==> src/rtl/pipe_fwd_chain.sv <==
// pipe_fwd_chain: parametrised write-back pipeline with a stall/bubble controller
// and an NRD-port forwarding network. The youngest matching in-flight record wins.
// Optional build macro: PIPE_FWD_PERF_EN enables the saturating stall and bubble
// counters. Without it, stall_cnt_o and bubble_cnt_o are tied to zero.
module pipe_fwd_chain #(
    parameter int NSTAGE = 3,
    parameter int DW     = 32,
    parameter int AW     = 5,
    parameter int NRD    = 2
) (
    input  logic              clk,
    input  logic              rst,
    input  logic              in_valid_i,
    input  logic              in_wreg_i,
    input  logic [AW-1:0]     in_wd_i,
    input  logic [DW-1:0]     in_wdata_i,
    input  logic [NSTAGE-1:0] stallreq_i,
    input  logic              flush_i,
    output logic [NSTAGE-1:0] stall_o,
    output logic              out_valid_o,
    output logic              out_wreg_o,
    output logic [AW-1:0]     out_wd_o,
    output logic [DW-1:0]     out_wdata_o,
    input  logic [NRD*AW-1:0] rd_addr_i,
    input  logic [NRD*DW-1:0] rd_data_i,
    output logic [NRD*DW-1:0] rd_data_o,
    output logic [NRD-1:0]    rd_hit_o,
    output logic [31:0]       stall_cnt_o,
    output logic [31:0]       bubble_cnt_o
);

    // Stage storage: stage NSTAGE-1 is the oldest and feeds the regfile.
    logic [NSTAGE-1:0] r_valid;
    logic [NSTAGE-1:0] r_wreg;
    logic [AW-1:0]     r_wd    [NSTAGE];
    logic [DW-1:0]     r_wdata [NSTAGE];

    // Hold vector and per-stage load source (stage s-1, or the execute record for s=0).
    logic [NSTAGE-1:0] w_stall;
    logic [NSTAGE-1:0] w_prev_stall;
    logic [NSTAGE-1:0] w_src_valid;
    logic [NSTAGE-1:0] w_src_wreg;
    logic [AW-1:0]     w_src_wd    [NSTAGE];
    logic [DW-1:0]     w_src_wdata [NSTAGE];

    // Forwarding scratch.
    logic [AW-1:0]     w_addr;
    logic              w_found;
    logic [DW-1:0]     w_fdata;

    // A stall request at stage j holds stage j and every younger stage.
    always_comb begin
        w_stall = '0;
        for (int s = 0; s < NSTAGE; s++) begin
            w_stall[s] = |(stallreq_i >> s);
        end
    end

    assign stall_o = w_stall;

    // Select what each stage would load and whether its upstream neighbour is held.
    always_comb begin
        w_prev_stall[0] = 1'b0;
        w_src_valid[0]  = in_valid_i;
        w_src_wreg[0]   = in_wreg_i;
        w_src_wd[0]     = in_wd_i;
        w_src_wdata[0]  = in_wdata_i;
        for (int s = 1; s < NSTAGE; s++) begin
            w_prev_stall[s] = w_stall[s-1];
            w_src_valid[s]  = r_valid[s-1];
            w_src_wreg[s]   = r_wreg[s-1];
            w_src_wd[s]     = r_wd[s-1];
            w_src_wdata[s]  = r_wdata[s-1];
        end
    end

    // Stage update in priority order: flush, hold, bubble, then advance.
    always_ff @(posedge clk or negedge rst) begin
        if (!rst) begin
            r_valid <= '0;
            r_wreg  <= '0;
            for (int s = 0; s < NSTAGE; s++) begin
                r_wd[s]    <= '0;
                r_wdata[s] <= '0;
            end
        end else begin
            for (int s = 0; s < NSTAGE; s++) begin
                if (flush_i) begin
                    // Flushed stages keep their payload; it is never looked at again.
                    r_valid[s] <= 1'b0;
                    r_wreg[s]  <= 1'b0;
                end else if (w_stall[s]) begin
                    r_valid[s] <= r_valid[s];
                    r_wreg[s]  <= r_wreg[s];
                end else if (w_prev_stall[s]) begin
                    r_valid[s] <= 1'b0;
                    r_wreg[s]  <= 1'b0;
                end else begin
                    r_valid[s] <= w_src_valid[s];
                    r_wreg[s]  <= w_src_wreg[s];
                    r_wd[s]    <= w_src_wd[s];
                    r_wdata[s] <= w_src_wdata[s];
                end
            end
        end
    end

    // A held last stage must not write the regfile a second time.
    assign out_valid_o = r_valid[NSTAGE-1] & ~stallreq_i[NSTAGE-1];
    assign out_wreg_o  = r_wreg[NSTAGE-1];
    assign out_wd_o    = r_wd[NSTAGE-1];
    assign out_wdata_o = r_wdata[NSTAGE-1];

    // Per-port bypass: youngest matching record wins, and r0 never forwards.
    always_comb begin
        rd_data_o = rd_data_i;
        rd_hit_o  = '0;
        w_addr    = '0;
        w_found   = 1'b0;
        w_fdata   = '0;
        for (int k = 0; k < NRD; k++) begin
            w_addr  = rd_addr_i[k*AW +: AW];
            w_found = 1'b0;
            w_fdata = '0;
            if (w_addr != {AW{1'b0}}) begin
                if (in_valid_i && in_wreg_i && (in_wd_i == w_addr)) begin
                    w_found = 1'b1;
                    w_fdata = in_wdata_i;
                end else begin
                    for (int s = 0; s < NSTAGE; s++) begin
                        if (!w_found && r_valid[s] && r_wreg[s] && (r_wd[s] == w_addr)) begin
                            w_found = 1'b1;
                            w_fdata = r_wdata[s];
                        end else begin
                            w_found = w_found;
                        end
                    end
                end
            end else begin
                w_found = 1'b0;
            end
            if (w_found) begin
                rd_data_o[k*DW +: DW] = w_fdata;
                rd_hit_o[k]           = 1'b1;
            end else begin
                rd_hit_o[k] = 1'b0;
            end
        end
    end

`ifdef PIPE_FWD_PERF_EN
    logic [31:0] r_stall_cnt;
    logic [31:0] r_bubble_cnt;
    logic [31:0] w_bubbles;
    logic [32:0] w_bub_sum;

    // Count the bubbles inserted this cycle and form the widened sum used for saturation.
    always_comb begin
        w_bubbles = '0;
        for (int s = 0; s < NSTAGE; s++) begin
            if (!flush_i && !w_stall[s] && w_prev_stall[s]) begin
                w_bubbles = w_bubbles + 32'd1;
            end else begin
                w_bubbles = w_bubbles;
            end
        end
        w_bub_sum = {1'b0, r_bubble_cnt} + {1'b0, w_bubbles};
    end

    // Saturating performance counters; only reset clears them, a flush does not.
    always_ff @(posedge clk or negedge rst) begin
        if (!rst) begin
            r_stall_cnt  <= 32'd0;
            r_bubble_cnt <= 32'd0;
        end else begin
            if (w_stall[0] && (r_stall_cnt != 32'hFFFF_FFFF)) begin
                r_stall_cnt <= r_stall_cnt + 32'd1;
            end else begin
                r_stall_cnt <= r_stall_cnt;
            end
            if (w_bub_sum[32]) begin
                r_bubble_cnt <= 32'hFFFF_FFFF;
            end else begin
                r_bubble_cnt <= w_bub_sum[31:0];
            end
        end
    end

    assign stall_cnt_o  = r_stall_cnt;
    assign bubble_cnt_o = r_bubble_cnt;
`else
    assign stall_cnt_o  = 32'd0;
    assign bubble_cnt_o = 32'd0;
`endif

endmodule

==> config.mk <==
export PLATFORM = sky130hd
export DESIGN_NAME = pipe_fwd_chain
export DESIGN_NICKNAME = d
export VERILOG_FILES = /design/src/rtl/pipe_fwd_chain.sv
export SDC_FILE = /design/constraint.sdc
export NUM_CORES = 1
export LEC_CHECK = 0
export BUFFER_PORTS_ARGS = -buffer_cell sky130_fd_sc_hd__buf_2
export CAP_MARGIN = 20
export CORE_MARGIN = 4
export CORE_UTILIZATION = 35
export DETAILED_ROUTE_END_ITERATION = 10
export HOLD_SLACK_MARGIN = 0.1
export PLACE_DENSITY = 0.62
export SLEW_MARGIN = 20
export SYNTH_ARGS = -nofsm -noshare
export SYNTH_HDL_FRONTEND = slang
export SYNTH_SLANG_ARGS = --single-unit
==> constraint.sdc <==
create_clock -name clk -period 4.5 [get_ports clk]
set_input_delay 0.225 -clock clk [delete_from_list [all_inputs] [get_ports clk]]
set_output_delay 0.225 -clock clk [all_outputs]
set_load 0.03 [all_outputs]
==> impl_metrics.tcl <==
set metrics [dict create \
    status "finished, final reports clean" \
    start_util_pct 35.9 \
    rsz0062_at_grt "false" \
    grt_overflow 0 \
    htree_levels 4 \
    grt_usage_pct 17.9 \
    clock.fmax_mhz 277 \
    syn-instance-count 825 \
    syn_to_final_growth_pct 21.6 \
    worstMarginPinSlew_ns 1.04 \
    num_vias 6831 \
    relSlewSlack_pct 30.4 \
    cts_tree "done" \
    grt_start_max_net_pins 54 \
    path_clk_slew_ns 0.06 \
    period_minus_slack_ns 3.61 \
    ios 291 \
    finalClockSkew_ns 0.00769 \
    crit_type "primary input to primary output" \
    core_area_um2 22800 \
    whs_ns 0.128 \
    finalCritPeriodShare_pct 80.3 \
    slew_violations 0 \
    dieArea_um2 25900 \
    nets 1131 \
    placed_cell_area_um2 9000 \
    grt_pass1_vias 6908 \
    maxCapViolations 0 \
    reg2reg_slack_ns 3.64 \
    cts_sinks 117 \
    ff2ff_path_depth 1 \
    startpoint "in_wd_i[3]" \
    grt_pass1_wl_um 37400 \
    cp-end-kind "primary output" \
    yosysTopAreaCell "dfrtp_1" \
    wl_um 23900 \
    cts_buffers 17 \
    insertion_delay_ns 0.41 \
    cts-root-buf "clkbuf_16" \
    ys.flop_type "dfrtp_1" \
    antennaDiodeCount 0 \
    chipHeight_um 161 \
    final.setup.tns_ns 0 \
    yosysUniqueCellTypes 30 \
    fp-row-count 55 \
    hold_class "primary input to register" \
    cts.path.max_buffers 2 \
    cp_max_fo 35 \
    remaining_drc_errors 0 \
    min_to "r_wdata[95]" \
    start_kind "primary input" \
    power_density_nw_per_um2 453 \
    drt-wirelength-per-cell_um 17.9 \
    final_antenna_net_count 0 \
    hold_violations 0 \
    fp.dieW_um 161 \
    min_path_cells 2 \
    drt-initial-drc-count 303 \
    synthTopCellsByCount "117 x dfrtp_1, 111 x mux2_2, 105 x buf_4" \
    critPathArrivalTime_ns 3.39 \
    min-delay-start "in_wdata_i[31]" \
    gp_congestion 0.781 \
    final_util_pct 43.7 \
    dp_hpwl_um 16700 \
    synth_top_area_share_pct 35.7 \
    required_ns 4.28 \
    synth_area_leaders "dfrtp_1 36%, mux2_2 15%, buf_4 9.6%, a221o_1 7.8%, o31ai_2 6.4%" \
    ys_seq_area_share_pct 35.7 \
    portBuffers 226 \
    synth-edff-count 0 \
    syn-mean-instance-area_um2 9.94 \
    reg2reg_from "out_wdata_o[23]" \
    vias_per_cell 5.11 \
    ir_worst_vdd_mv 0.239 \
    layoutNonFillerInstCount 1338 \
    firstDrtPassIters 5 \
    yosysWarnings 0 \
    drive_gt1_share_pct 42.7 \
    dp_cells 1268 \
    synth_seq_cells 117 \
    yosysMostFrequentCell "dfrtp_1" \
    synthesis.area_um2 8200 \
    finalInstanceArea_um2 9970 \
    async_flop_share_pct 100 \
    r2r_end "out_wdata_o[23]" \
    setup_violations 0 \
    leakagePower_nw 4.53 \
    antenna_found_initial 0 \
]
==> logic make-up after synthesis <==
logic type / synth area share (%)
compound gates: 21.2
xor+xnor: 4.27
buf+inv: 14.1
flops: 35.7
mux: 15.5
other cells: 0.0457
simple gates: 9.15
==> routing by layer <==
| metal | global-route usage (%) | up-vias | wire, um |
|---|---|---|---|
| li1 | - | 3214 | - |
| met1 | 22.1 | 3312 | 10000 |
| met4 | 5.54 | 0 | 356 |
| met5 | 0 | - | 0 |
| met2 | 31.7 | 278 | 12000 |
| met3 | 3.65 | 27 | 1510 |
==> placed cells by master (no fill, tap or decap), types with 3 or more instances in the layout <==
cell type and count:
clkinv_2 3, clkbuf_16 17, nor2_4 3, xor2_1 10
a21oi_1 68, nor2_1 71, inv_6 4, xnor2_1 30
clkinv_4 3, o31ai_2 40, mux2_2 111, conb_1 64
dfrtp_1 117, a221o_1 64, nor3_1 4, dlygate4sd3_1 38
buf_4 16, nand4_1 8, o31ai_1 24, buf_2 225
nand2_1 71, inv_1 3
==> worst max-delay path, cell delays in order <==
cell and delay [ns]:
dlygate4sd3_1 0.53, buf_2 0.14, xor2_1 0.15, nor4_2 0.40, and4_2 0.90, o31ai_4 0.13
buf_4 0.29, o31ai_1 0.34, buf_2 0.26
==> stage by stage <==
step / power [mW] / setup slack [ns]
floorplan: 2.95 / 1.98
global placement: 3.13 / 1.40
detailed placement: 3.16 / 1.39
CTS: 4.57 / 0.890
global route: 4.75 / 0.686
finish: 4.51 / 0.886
==> area by class of cell <==
class	instances	area, um2
clock inverter	14	151
fill	2251	12900
timing repair buffer	279	1630
sequential	117	2930
clock buffer	18	439
inverter	3	11.3
tap	313	392
multi-input combinational	594	4430
==> registers in the layout, indices dropped and copies added, names as in the netlist <==
name / cells
out_wd_o: 5
r_wreg: 3
r_wdata: 64
r_valid: 3
out_wdata_o: 32
r_wd: 10
==> how the worst max path moves through the flow <==
| stage | to | cells after the start |
|---|---|---|
| after floorplan | rd_data_o[33] | 7 |
| after global placement | rd_data_o[2] | 8 |
| after detailed placement | rd_data_o[2] | 8 |
| after CTS | rd_data_o[2] | 9 |
| after global routing | rd_data_o[2] | 9 |
| final | rd_data_o[26] | 9 |
==> power breakdown <==
part	switching [mW]	internal, mW
Sequential	0.397	1.41
Clock	0.511	0.835
Combinational	0.807	0.557
Total	1.71	2.80
==> timing repair <==
| item | 4_1_cts | 5_1_grt |
|---|---|---|
| endpoints found under the hold margin | 57 | 0 |
| hold buffers | 38 | 0 |
| buffers inserted | 0 | 0 |
| gates resized for setup | 0 | 0 |
(Power assumes the default switching activity.)
